--- src/rtl/rr_arbiter8.sv ---
// Eight-way round-robin arbiter with registered one-hot grant, encoded index,
// bounded grant tenure and a one-cycle preempt pulse on hold timeout.
module rr_arbiter8 #(
  parameter int MAX_HOLD = 15
) (
  input  logic       clk_i,
  input  logic       rst_ni,
  input  logic       en_i,
  input  logic [7:0] req_i,
  output logic [7:0] gnt_o,
  output logic [2:0] gnt_idx_o,
  output logic       gnt_valid_o,
  output logic       preempt_o
);

  typedef enum logic {IDLE = 1'b0, GRANT = 1'b1} state_e;

  localparam logic [3:0] HOLD_LIM = 4'(MAX_HOLD);

  state_e     state_q, state_d;
  logic [2:0] ptr_q, ptr_d;
  logic [3:0] hcnt_q, hcnt_d;
  logic [7:0] gnt_q, gnt_d;
  logic [2:0] idx_q, idx_d;
  logic       vld_q, vld_d;
  logic       preempt_q, preempt_d;

  logic       win_found;
  logic [2:0] win_idx;
  logic       holder_req;
  logic       release_c;
  logic       timeout_c;

  // First requester at or after ptr, wrapping modulo 8.
  always_comb begin
    logic [2:0] cand;
    win_found = 1'b0;
    win_idx   = 3'd0;
    for (int k = 0; k < 8; k++) begin
      cand = ptr_q + 3'(k);
      if (!win_found && req_i[cand]) begin
        win_found = 1'b1;
        win_idx   = cand;
      end
    end
  end

  assign holder_req = req_i[idx_q];
  assign release_c  = !holder_req || !en_i;
  // Release wins over timeout, so timeout is only taken with the request still up.
  assign timeout_c  = (MAX_HOLD != 0) && (hcnt_q == HOLD_LIM) && holder_req;

  always_ff @(posedge clk_i or negedge rst_ni) begin
    if (!rst_ni) begin
      state_q <= IDLE;
    end else begin
      state_q <= state_d;
    end
  end

  always_comb begin
    state_d = state_q;
    case (state_q)
      IDLE:    if (en_i && win_found) state_d = GRANT;
      GRANT:   if (release_c || timeout_c) state_d = IDLE;
      default: state_d = IDLE;
    endcase
  end

  always_comb begin
    ptr_d     = ptr_q;
    hcnt_d    = hcnt_q;
    gnt_d     = 8'h00;
    idx_d     = 3'd0;
    vld_d     = 1'b0;
    preempt_d = 1'b0;
    case (state_q)
      IDLE: begin
        if (en_i && win_found) begin
          gnt_d  = 8'h01 << win_idx;
          idx_d  = win_idx;
          vld_d  = 1'b1;
          ptr_d  = win_idx + 3'd1;
          hcnt_d = 4'd1;
        end
      end
      GRANT: begin
        if (release_c) begin
          preempt_d = 1'b0;
        end else if (timeout_c) begin
          preempt_d = 1'b1;
        end else begin
          gnt_d  = gnt_q;
          idx_d  = idx_q;
          vld_d  = 1'b1;
          hcnt_d = (hcnt_q == 4'hF) ? hcnt_q : hcnt_q + 4'd1;
        end
      end
      default: ;
    endcase
  end

  always_ff @(posedge clk_i or negedge rst_ni) begin
    if (!rst_ni) begin
      ptr_q     <= 3'd0;
      hcnt_q    <= 4'd0;
      gnt_q     <= 8'h00;
      idx_q     <= 3'd0;
      vld_q     <= 1'b0;
      preempt_q <= 1'b0;
    end else begin
      ptr_q     <= ptr_d;
      hcnt_q    <= hcnt_d;
      gnt_q     <= gnt_d;
      idx_q     <= idx_d;
      vld_q     <= vld_d;
      preempt_q <= preempt_d;
    end
  end

  assign gnt_o       = gnt_q;
  assign gnt_idx_o   = idx_q;
  assign gnt_valid_o = vld_q;
  assign preempt_o   = preempt_q;

endmodule

--- config.mk ---
export PLATFORM = sky130hd
export DESIGN_NAME = rr_arbiter8
export DESIGN_NICKNAME = d
export VERILOG_FILES = /design/src/rtl/rr_arbiter8.sv
export SDC_FILE = /design/constraint.sdc
export NUM_CORES = 1
export LEC_CHECK = 0
export ABC_CLOCK_PERIOD_IN_PS = 3850
export CAP_MARGIN = 0
export CELL_PAD_IN_SITES_DETAIL_PLACEMENT = 0
export CELL_PAD_IN_SITES_GLOBAL_PLACEMENT = 1
export CORE_ASPECT_RATIO = 0.7
export CORE_UTILIZATION = 30
export CTS_CLUSTER_DIAMETER = 150
export CTS_CLUSTER_SIZE = 25
export DETAILED_ROUTE_END_ITERATION = 12
export GPL_ROUTABILITY_DRIVEN = 0
export PLACE_DENSITY = 0.66
export SLEW_MARGIN = 15
export SYNTH_ARGS = -nofsm -noshare
export SYNTH_HDL_FRONTEND = slang
export SYNTH_SLANG_ARGS = --single-unit
--- constraint.sdc ---
create_clock -name clk_i -period 3.85 [get_ports clk_i]
set_input_delay 0.77 -clock clk_i [delete_from_list [all_inputs] [get_ports clk_i]]
set_output_delay 0.77 -clock clk_i [all_outputs]
set_load 0.005 [all_outputs]
==> out/results.ini <==
[timing]
setup-tns-final_ns = 0
finalMaxSlewViolations = 0
max_freq_mhz = 283
setup_viol = 0
worst_slew_pin_slew_ns = 0.927
maxSlewHeadroom_pct = 38.0
min_period_ns = 3.53
fin_crit_sh_pct = 91.6
hold_violations = 0
fin_skew_ns = 0.00332
rsz0062_at_grt = no
fin_ws_ns = 0.322

[clock_tree]
cts_buffers = 3
tritoncts = yes
root_buffer = clkbuf_8
cts.sinks = 20
clk_pin_slew_ns = 0.07
cts_resized = 0
clock_latency_ns = 0.26
htree_levels = 1
post_cts_buffers = 0
cts.path.max_buffers = 2
hold_buffers = 0

[setup_path]
crit_chain = clkdlybuf4s50_1 > mux2_1 > mux4_2 > o22ai_4 > nand2_1 > o211a_1 > a211oi_4 > ha_1 > ha_1 > nand2_1 > o21ai_0
critPathMaxFanout = 8
crit_type = primary input to flip-flop
critPathArrivalTime_ns = 3.67
worst-path-stages = 11
slowest_delay_ns = 0.52
crit_family = multiplexers
endpoint_kind = flip-flop
crit_required_ns = 3.99
rr_worst_depth = 11
crit_slowest_cell = clkdlybuf4s50_1
worstSetupStartpointType = primary input
worst-path-buf-inv = 1

[yosys]
yosysUniqueCellTypes = 47
postSynthNetCount = 215
ys_seq_area_share_pct = 26.2
ys_ff_latch = 20
synth_area_um2 = 1910
synth-edff-count = 0
ys_async_sr_fraction_pct = 100
syn_area_per_cell_um2 = 9.74
netlist_instances = 196
ys_warn_count = 0
ys.flop_type = dfrtp_1

[final_layout]
fin_area_um2 = 2360
nets = 250
drive_gt1_share_pct = 20.0
syn2layout_area_growth_pct = 23.5
num-fill-cells = 621
final_util_pct = 39.8
num_antenna_cells = 0

[global_route]
grt_util_met2_pct = 22.6
gr-total-overflow = 0
busiest_layer = met1
grt_pass1_wl_um = 8250
met1_usage_pct = 25.5
antenna_found_initial = 0
grt_max_degree = 21
grt.met3_usage_pct = 2.42
track_usage_pct = 15.9
first_global_vias = 1524

[power]
p_switching_mw = 1.13
switching_share_pct = 47.4
combPwrFrac_pct = 77.4
leakage_nw = 1.01
power_density_nw_per_um2 = 1010
peakVddDrop_uv = 421
p_int_mw = 1.25
clkPwrFrac_pct = 6.7
p_seq_share_pct = 15.9

[placed_design]
place_area_um2 = 2300
hpwl_um = 3910
io_buffers = 23
detailedPlace.worstSlack_ns = 0.0679

[die]
dieWidth_um = 97.4
die_h_um = 68.7
io_pins = 24
start_util_pct = 32.2
core-area_um2 = 5930
num_rows = 23
dieArea_um2 = 6690

[flow_run]
drv_cap = 0

[worst_hold_path]
hold_depth = 2
hp-class = flip-flop to flip-flop

[detailed_routing]
routedWlPerCell_um = 16.7
via_per_inst = 5.52
antenna_left = 0
firstDrtPassIters = 5
routed_wirelength_um = 5100
drc = 0
via_count = 1683
drtIter0Drc = 170

[outcome]
status = complete, no violations

[cells in the final DEF (no fill, tap or decap), types with 2 or more instances in the layout]
cell type / n
a211o_1: 3
a21o_1: 2
a21oi_1: 9
a22o_1: 3
a31oi_1: 2
a32o_1: 4
and2_1: 3
buf_4: 17
clkbuf_8: 4
clkdlybuf4s50_1: 23
dfrtp_1: 20
ha_1: 8
inv_1: 10
mux2_2: 5
mux2i_1: 13
mux4_2: 14
nand2_1: 27
nand2b_1: 3
nand3_1: 6
nor2_1: 13
o21ai_0: 9
o21ai_1: 6
o31ai_1: 2
xor2_1: 2
[stage by stage]
| step | total power, mW | instances | hold WS [ns] |
|---|---|---|---|
| after global placement | 2.24 | 301 | 0.473 |
| final | 2.38 | 305 | 0.485 |
| after detailed placement | 2.22 | 301 | 0.475 |
| after CTS | 2.39 | 305 | 0.493 |
| after floorplan | 1.63 | 196 | 0.474 |
| after global routing | 2.60 | 305 | 0.522 |
[kinds of logic (layout without fill, tap and decap cells)]
family	after synthesis	after routing	share of synthesized area [%]
buffers and inverters	21	55	5.24
AO/OA/AOI/OAI	50	50	19.8
adder cells (fa/ha/maj)	8	8	5.24
multiplexers	34	34	27.7
flip-flops	20	20	26.2
AND/OR/NAND/NOR	60	60	14.5
XOR/XNOR	3	3	1.38
[flip-flops by register name (all words and copies together) (netlist names)]
| signal | count |
|---|---|
| gnt_o | 8 |
| gnt_idx_o | 3 |
| state_q | 1 |
| preempt_o | 1 |
| ptr_q | 3 |
| hcnt_q | 4 |
[per-layer routing]
layer / vias to the layer above / part of all wire, %
li1: 807 / -
met1: 820 / 54
met2: 56 / 41
met3: 0 / 5.7
met4: 0 / 0
met5: - / 0
[Yosys cell counts, types with 2 or more instances]
cell      number  area share [%]
buf_2          2            0.52
dfrtp_1       20              26
nand3_1        6             1.6
and2_1         3            0.98
a22o_1         3             1.4
a211o_1        3             1.4
nand2_1       27             5.3
nor2_1        13             2.6
clkbuf_1       6             1.2
o31ai_1        2            0.79
xor2_1         2            0.92
nand2b_1       3            0.98
a21o_1         2            0.79
ha_1           8             5.2
a31oi_1        2            0.66
a32o_1         4             2.1
o21ai_1        6             1.6
mux4_2        14              17
mux2i_1       13             6.8
inv_1         10             2.0
a21oi_1        9             2.4
mux2_2         5             2.9
o21ai_0        9             2.4
[worst register-to-register path: stages, from the launching register on]
cell and delay (ns):
dfrtp_1 0.51, buf_4 0.37, mux2_1 0.42, mux4_2 0.51, o22ai_4 0.27, nand2_1 0.11
o211a_1 0.27, a211oi_4 0.23, ha_1 0.23, ha_1 0.23, nand2_1 0.05, o21ai_0 0.07
[worst paths after layout]
kind | startpoint | slack (ns) | to
max in group asynchronous | rst_ni | 2.26 | ptr_q[0]$_DFFE_PN0P_
min in group asynchronous | rst_ni | 1.03 | hcnt_q[2]$_DFFE_PN0P_
worst min-delay path | gnt_o[4]$_DFFE_PN0P_ | 0.49 | gnt_o[4]$_DFFE_PN0P_
worst min register to register | gnt_o[4]$_DFFE_PN0P_ | 0.49 | gnt_o[4]$_DFFE_PN0P_
worst max register to register | ptr_q[0]$_DFFE_PN0P_ | 0.46 | ptr_q[2]$_DFFE_PN0P_
worst max-delay path | req_i[2] | 0.32 | ptr_q[2]$_DFFE_PN0P_
[power groups by stage]
stage	sequential, mW	combinational (mW)	clock [mW]
finish	0.379	1.85	0.160
global route	0.391	2.04	0.173
CTS	0.379	1.84	0.166
detailed placement	0.382	1.83	0
global placement	0.385	1.86	0
floorplan	0.344	1.28	0
[area by class of cell]
cell class / instances / area [um2] / share of cell area (%)
Timing Repair Buffer: 40 / 358 / 15.2
Inverter: 11 / 41.3 / 1.75
Tap cell: 75 / 93.8 / 3.98
Clock buffer: 4 / 55.1 / 2.34
Multi-Input combinational cell: 155 / 1310 / 55.5
Sequential cell: 20 / 500 / 21.2
Note: power is estimated with default switching activity, not from simulation.
